### config.mk
export PLATFORM = sky130hd
export DESIGN_NAME = xor_parity_rx
export DESIGN_NICKNAME = d
export VERILOG_FILES = /design/src/rtl/xor_parity_pkg.sv /design/src/rtl/xor_parity_acc.sv /design/src/rtl/xor_parity_rx.sv
export SDC_FILE = /design/constraint.sdc
export NUM_CORES = 1
export LEC_CHECK = 0
export CORE_MARGIN = 2
export CORE_UTILIZATION = 50
export DETAILED_ROUTE_END_ITERATION = 16
export HOLD_SLACK_MARGIN = 0.03
export PLACE_DENSITY_LB_ADDON = 0.12
export SLEW_MARGIN = 20
export SYNTH_ARGS = -nofsm -noshare
export SYNTH_HDL_FRONTEND = slang
export SYNTH_SLANG_ARGS = --single-unit
### constraint.sdc
create_clock -name clk -period 1.95 [get_ports clk]
set_input_delay 0.195 -clock clk [delete_from_list [all_inputs] [get_ports clk]]
set_output_delay 0.195 -clock clk [all_outputs]
set_load 0.01 [all_outputs]
### src/rtl/xor_parity_pkg.sv
// xor_parity_pkg: shared types and constants for the XOR-parity serial link
// (receiver now, transmitter later).
//   rx_state_t : receiver frame-tracking states
//   PAR_EVEN / PAR_ODD : accumulator seeds for even / odd parity
//   LINE_IDLE  : idle (and valid stop-bit) level of the serial line
package xor_parity_pkg;

  typedef enum logic [1:0] {
    IDLE,
    DATA,
    PARITY,
    STOP
  } rx_state_t;

  localparam logic PAR_EVEN  = 1'b0;
  localparam logic PAR_ODD   = 1'b1;
  localparam logic LINE_IDLE = 1'b1;

endpackage

### src/rtl/xor_parity_acc.sv
// xor_parity_acc: 1-bit running XOR accumulator.
// Ports:
//   clk    : rising-edge clock
//   rst    : synchronous active-high reset, clears the accumulator
//   load_i : load seed_i (takes priority over en_i)
//   seed_i : value loaded at the start of a frame (parity seed)
//   en_i   : fold bit_i into the accumulator this cycle
//   bit_i  : bit to fold in
//   acc_o  : current accumulator value
module xor_parity_acc (
  input  logic clk,
  input  logic rst,
  input  logic load_i,
  input  logic seed_i,
  input  logic en_i,
  input  logic bit_i,
  output logic acc_o
);

  logic acc_q, acc_d;

  always_comb begin
    acc_d = acc_q;
    if (load_i) begin
      acc_d = seed_i;
    end else if (en_i) begin
      acc_d = acc_q ^ bit_i;
    end
  end

  always_ff @(posedge clk) begin
    if (rst) begin
      acc_q <= 1'b0;
    end else begin
      acc_q <= acc_d;
    end
  end

  assign acc_o = acc_q;

endmodule

### src/rtl/xor_parity_rx.sv
// xor_parity_rx: serial frame receiver and parity checker.
// Frame: start(0), DATA_W data bits LSB first, parity, stop(1); each bit is
// taken only on a bit_valid strobe. The completed word and its error flags
// are offered on a valid/ready interface.
// Ports:
//   clk, rst    : rising-edge clock, synchronous active-high reset
//   bit_in      : serial line value (idle 1)
//   bit_valid   : one-cycle sample strobe for bit_in
//   data_out    : received word
//   out_valid   : data_out/flags valid, held until out_ready
//   out_ready   : consumer accept
//   parity_err  : parity mismatch for the presented word
//   frame_err   : stop bit was 0 for the presented word
//   overrun     : sticky, a frame was dropped because the output was full
//   err_count   : (only with XOR_PARITY_RX_ERRCNT_EN) saturating count of
//                 delivered frames carrying a parity or framing error
// Optional feature macro: XOR_PARITY_RX_ERRCNT_EN.
module xor_parity_rx
  import xor_parity_pkg::*;
#(
  parameter int DATA_W     = 8,
  parameter int ODD_PARITY = 0
) (
  input  logic              clk,
  input  logic              rst,
  input  logic              bit_in,
  input  logic              bit_valid,
  output logic [DATA_W-1:0] data_out,
  output logic              out_valid,
  input  logic              out_ready,
  output logic              parity_err,
  output logic              frame_err,
  output logic              overrun
`ifdef XOR_PARITY_RX_ERRCNT_EN
  ,
  output logic [7:0]        err_count
`endif
);

  localparam int CNT_W = (DATA_W > 1) ? $clog2(DATA_W) : 1;
  localparam logic [CNT_W-1:0] LAST_IDX = CNT_W'(DATA_W - 1);
  localparam logic SEED = (ODD_PARITY != 0) ? PAR_ODD : PAR_EVEN;

  rx_state_t         state_q, state_d;
  logic [CNT_W-1:0]  cnt_q, cnt_d;
  logic [DATA_W-1:0] shift_q, shift_d;
  logic              mismatch_q, mismatch_d;
  logic [DATA_W-1:0] dout_q, dout_d;
  logic              ovld_q, ovld_d;
  logic              perr_q, perr_d;
  logic              ferr_q, ferr_d;
  logic              ovr_q, ovr_d;

  logic acc_load, acc_en, acc;
  logic frame_done;
  // Output slot is free if empty or being emptied this very cycle.
  logic slot_free;

  xor_parity_acc u_acc (
    .clk    (clk),
    .rst    (rst),
    .load_i (acc_load),
    .seed_i (SEED),
    .en_i   (acc_en),
    .bit_i  (bit_in),
    .acc_o  (acc)
  );

  assign slot_free = ~ovld_q | out_ready;

  always_comb begin
    state_d    = state_q;
    cnt_d      = cnt_q;
    shift_d    = shift_q;
    mismatch_d = mismatch_q;
    acc_load   = 1'b0;
    acc_en     = 1'b0;
    frame_done = 1'b0;

    case (state_q)
      IDLE: begin
        if (bit_valid && (bit_in != LINE_IDLE)) begin
          acc_load = 1'b1;
          cnt_d    = '0;
          shift_d  = '0;
          state_d  = DATA;
        end
      end
      DATA: begin
        if (bit_valid) begin
          acc_en = 1'b1;
          for (int i = 0; i < DATA_W; i++) begin
            if (cnt_q == CNT_W'(i)) begin
              shift_d[i] = bit_in;
            end
          end
          if (cnt_q == LAST_IDX) begin
            state_d = PARITY;
          end else begin
            cnt_d = cnt_q + CNT_W'(1);
          end
        end
      end
      PARITY: begin
        if (bit_valid) begin
          // acc already holds seed ^ data; folding in the parity bit gives
          // 0 for a correct frame in either parity mode.
          mismatch_d = acc ^ bit_in;
          state_d    = STOP;
        end
      end
      STOP: begin
        if (bit_valid) begin
          frame_done = 1'b1;
          state_d    = IDLE;
        end
      end
      default: state_d = IDLE;
    endcase
  end

  always_comb begin
    dout_d = dout_q;
    ovld_d = ovld_q;
    perr_d = perr_q;
    ferr_d = ferr_q;
    ovr_d  = ovr_q;
    if (frame_done) begin
      if (slot_free) begin
        dout_d = shift_q;
        perr_d = mismatch_q;
        ferr_d = (bit_in != LINE_IDLE);
        ovld_d = 1'b1;
      end else begin
        // Keep the unaccepted word; the new one is lost.
        ovr_d = 1'b1;
      end
    end else if (ovld_q && out_ready) begin
      ovld_d = 1'b0;
    end
  end

  always_ff @(posedge clk) begin
    if (rst) begin
      state_q    <= IDLE;
      cnt_q      <= '0;
      shift_q    <= '0;
      mismatch_q <= 1'b0;
      dout_q     <= '0;
      ovld_q     <= 1'b0;
      perr_q     <= 1'b0;
      ferr_q     <= 1'b0;
      ovr_q      <= 1'b0;
    end else begin
      state_q    <= state_d;
      cnt_q      <= cnt_d;
      shift_q    <= shift_d;
      mismatch_q <= mismatch_d;
      dout_q     <= dout_d;
      ovld_q     <= ovld_d;
      perr_q     <= perr_d;
      ferr_q     <= ferr_d;
      ovr_q      <= ovr_d;
    end
  end

  assign data_out   = dout_q;
  assign out_valid  = ovld_q;
  assign parity_err = perr_q;
  assign frame_err  = ferr_q;
  assign overrun    = ovr_q;

`ifdef XOR_PARITY_RX_ERRCNT_EN
  logic [7:0] ecnt_q, ecnt_d;

  always_comb begin
    ecnt_d = ecnt_q;
    // Only frames that actually reach the output are counted.
    if (frame_done && slot_free && (mismatch_q || (bit_in != LINE_IDLE)) &&
        (ecnt_q != 8'hFF)) begin
      ecnt_d = ecnt_q + 8'd1;
    end
  end

  always_ff @(posedge clk) begin
    if (rst) begin
      ecnt_q <= 8'd0;
    end else begin
      ecnt_q <= ecnt_d;
    end
  end

  assign err_count = ecnt_q;
`endif

endmodule
==> metrics.md <==
| Metric | Value |
|---|---|
| Antenna violations before repair | 0 |
| Most common cell in the netlist | dfxtp_1 |
| Worst-Skew Late Latency | between 300 and 400 ps |
| Layout Skew | about 8 ps |
| Kind of critical path | reg -> reg |
| H-tree depth | 1 |
| Actual slew at the worst max-slew pin | roughly 470 ps |
| Root buffer cell | clkbuf_4 |
| Share of cells above drive strength 1 | a little under a tenth |
| Total GRT Usage | around 17% |
| Grt total ovfl | 0 |
| Status | finished clean |
| Die Ht | 57.4 um |
| IO Count | 17 |
| Nets | 186 |
| HP Class | reg -> reg |
| Synth Area in Simple Gates | between 10% and 20% |
| DR vias/cell | around 5.7 |
| CP arrival | between 2000 and 2500 ps |
| Portion of netlist area occupied by mux cells | under 10% |
| CTS tree | done |
| Max clock buf depth | 2 |
| Delay-heaviest family, CP | adder cells |
| Hold WS | 490 ps |
| Post-Synth Adder-Cell Area | around 9.6% |
| Synth Cell Area | 1430 um2 |
| Post-route cell area | between 1500 and 2000 um2 |
| Sequential area share after synthesis | 37.9% |
| CP max stage delay | about 450 ps |
| Finish-stage setup viols | 0 |
| WL/cell | 13.1 um |
| Post-Syn Instances | around 150 |
| Register area | approximately 540 um2 |
| Yosys cell types | 38 |
| #FFs+latches synth | 27 |
| Prevailing post-synth register cell | dfxtp_1 |
| Via Count | roughly 1100 |
| Peak supply drop | 0.675 mV |
| Post-Place Cells | 196 |
| Non-filler cells, final | 200 |
| Synth Area in Compound Gates | 18.7% |
| Nature of the critical path endpoint | register |
| Largest family of logic cells by synthesized area | simple AND/OR/NAND/NOR gates |
| Worst EP required | roughly 2200 ps |
| TritonCTS sink count | 27 |
| Pre-antenna DRT Iters | 4 |
| Setup crit start kind | register |
| Most frequent CP cell | inv_1 |
| Number of max-cap violations | 0 |
| Max-slew violation count | 0 |
| Endpoints failing hold | 0 |
| Ys async rst share | 0% |
| Routed wire length | 2610 um |
| Setup TNS | 0 ps |
| Largest net degree at the start of global routing | 32 |
| Final Power | about 1400 uW |
| Final Wtd Congestion | approximately 0.80 |
| Post-synth EDFFs | 0 |
| Worst path cell trace | inv_1 > ha_1 > inv_1 > o211a_1 > or3_1 > a21oi_1 |
| Core area | approximately 2700 um2 |
| CTS buffer count | 3 |
| Crit path buf inv count | 2 |
| Slowest-stage cell, CP | ha_1 |
| Post-synth top area share | between 30% and 40% |
| Placed inst area | approximately 1600 um2 |
| PD cells | around 900 nW/um2 |
| Vias in the first global route | ~1000 |
| # Post-CTS Setup Buffers | 0 |
| # fillers | 251 |
| Critical path peak fanout | 11 |
| Mean post-synth cell area | between 9 and 10 um2 |
| Top cells by area, synth | dfxtp_1, ha_1, mux2i_1 |
| Die footprint | roughly 3300 um2 |
| RSZ-0062 raised after global routing | false |
| Crit share post-route | 93.8% |
| Detailed Place HPWL | approximately 1900 um |
| Synth-to-layout area growth | 14.4% |
| Leakage | a little over 0.0006 uW |
| Cell taking the most area after synthesis | dfxtp_1 |
| Row Count | 19 |
| Fmax | ~550 MHz |
| Post-synthesis xor/xnor area fraction | 0.613% |
| First-pass GRT wire length | 4530 um |
| Multi-input logic area | about 800 um2 |
| PortBufs | 16 |
| Post-DRT Antenna Nets | 0 |
| Worst slew margin | 68.7% |
| Syn. warnings | 0 |
| N_diodes | 0 |
| Initial drt markers | 44 |
| Initial Utilization | a little over half |
| DRC Markers | 0 |
| Reg clk slew, reported paths | around 150 ps |
| Synth cell count leaders | dfxtp_1, nor2_1, nand2_1 |
| Fin crit period | about 1800 ps |
| Syn_nets | 170 |
| Die span in x | 57.4 um |
==> worst min-delay path: cells and delay by family, from the launching register on <==
kind             cells  cell delay (ps)
AO/OA/AOI/OAI        1               50
AND/OR/NAND/NOR      1               70
flip-flops           1              340
==> layout make-up <==
cell class              count  area share (%)
well taps                  31            2.38
inverters                   7            1.61
multi-input cells         112            49.1
flip-flops and latches     27            33.1
clock buffers               3            1.38
repair buffers             19            12.0
clock inverters             1           0.460
==> power breakdown <==
group	total [uW]	internal (uW)	leakage (uW)	switching [uW]
Combinational	572	232	0.000381	340
Sequential	622	586	0.000218	35.9
Clock	245	78.5	0.0000139	166
Total	1440	896	0.000613	542
==> routing by layer <==
layer | part of all wire [%] | up-vias | routed length (um) | track usage [%]
li1 | - | 569 | - | -
met1 | 46 | 529 | 1200 | 22.3
met2 | 48 | 26 | 1250 | 28.6
met3 | 3.3 | 6 | 85 | 2.72
met4 | 2.9 | 0 | 76 | 8.64
met5 | 0 | - | 0 | 0
==> placed cells by master, fill, tap and decap left out, types with 2 or more instances in the layout <==
cell type,synthesis,layout
o21ai_0,8,8
dfxtp_1,27,27
clkdlybuf4s50_1,0,16
ha_1,11,10
mux2i_1,11,11
nor4b_2,2,2
a22oi_1,3,3
o41ai_1,2,2
nor2b_1,7,7
nand2_1,12,12
buf_4,0,2
a21oi_1,11,11
clkbuf_4,0,3
nand2b_1,3,3
inv_1,6,6
and3_1,2,2
o2bb2ai_1,3,3
nor2_1,19,19
==> state kept, by name, summed over array words and instances, names as in the netlist <==
| name | flops |
|---|---|
| cnt_q | 3 |
| overrun | 1 |
| out_valid | 1 |
| u_acc.acc_o | 1 |
| mismatch_q | 1 |
| shift_q | 8 |
| parity_err | 1 |
| data_out | 8 |
| frame_err | 1 |
| state_q | 2 |
==> path summary, 6_finish.rpt <==
kind                                  from    endpoint  slack (ps)  depth (start not counted)
worst max-delay path            state_q[0]    cnt_q[0]         120                          6
worst min-delay path            shift_q[4]  shift_q[4]         490                          2
worst max register to register  state_q[0]    cnt_q[0]         120                          6
worst min register to register  shift_q[4]  shift_q[4]         490                          2
==> timing repair <==
item	CTS	global route
hold buffers	0	0
endpoints found under the setup margin	0	1
gates resized for setup	0	1
==> cell families (layout without fill, tap and decap cells) <==
group                      after synthesis  after routing
AOI/OAI and AO/OA                       37             37
buffers and inverters                   15             30
and+or+nand+nor                         52             52
DFF                                     27             27
xor gates and xnor gates                 1              1
muxes                                   11             11
adders and majority gates               11             11
==> stage by stage <==
step / util, % / worst slack [ps]
after floorplan: - / 311
after global placement: 58.5 / 178
after detailed placement: 58.5 / 117
after CTS: 59.6 / 91.9
after global routing: 59.7 / 22.2
final: 59.7 / 121
(Power assumes the default switching activity.)
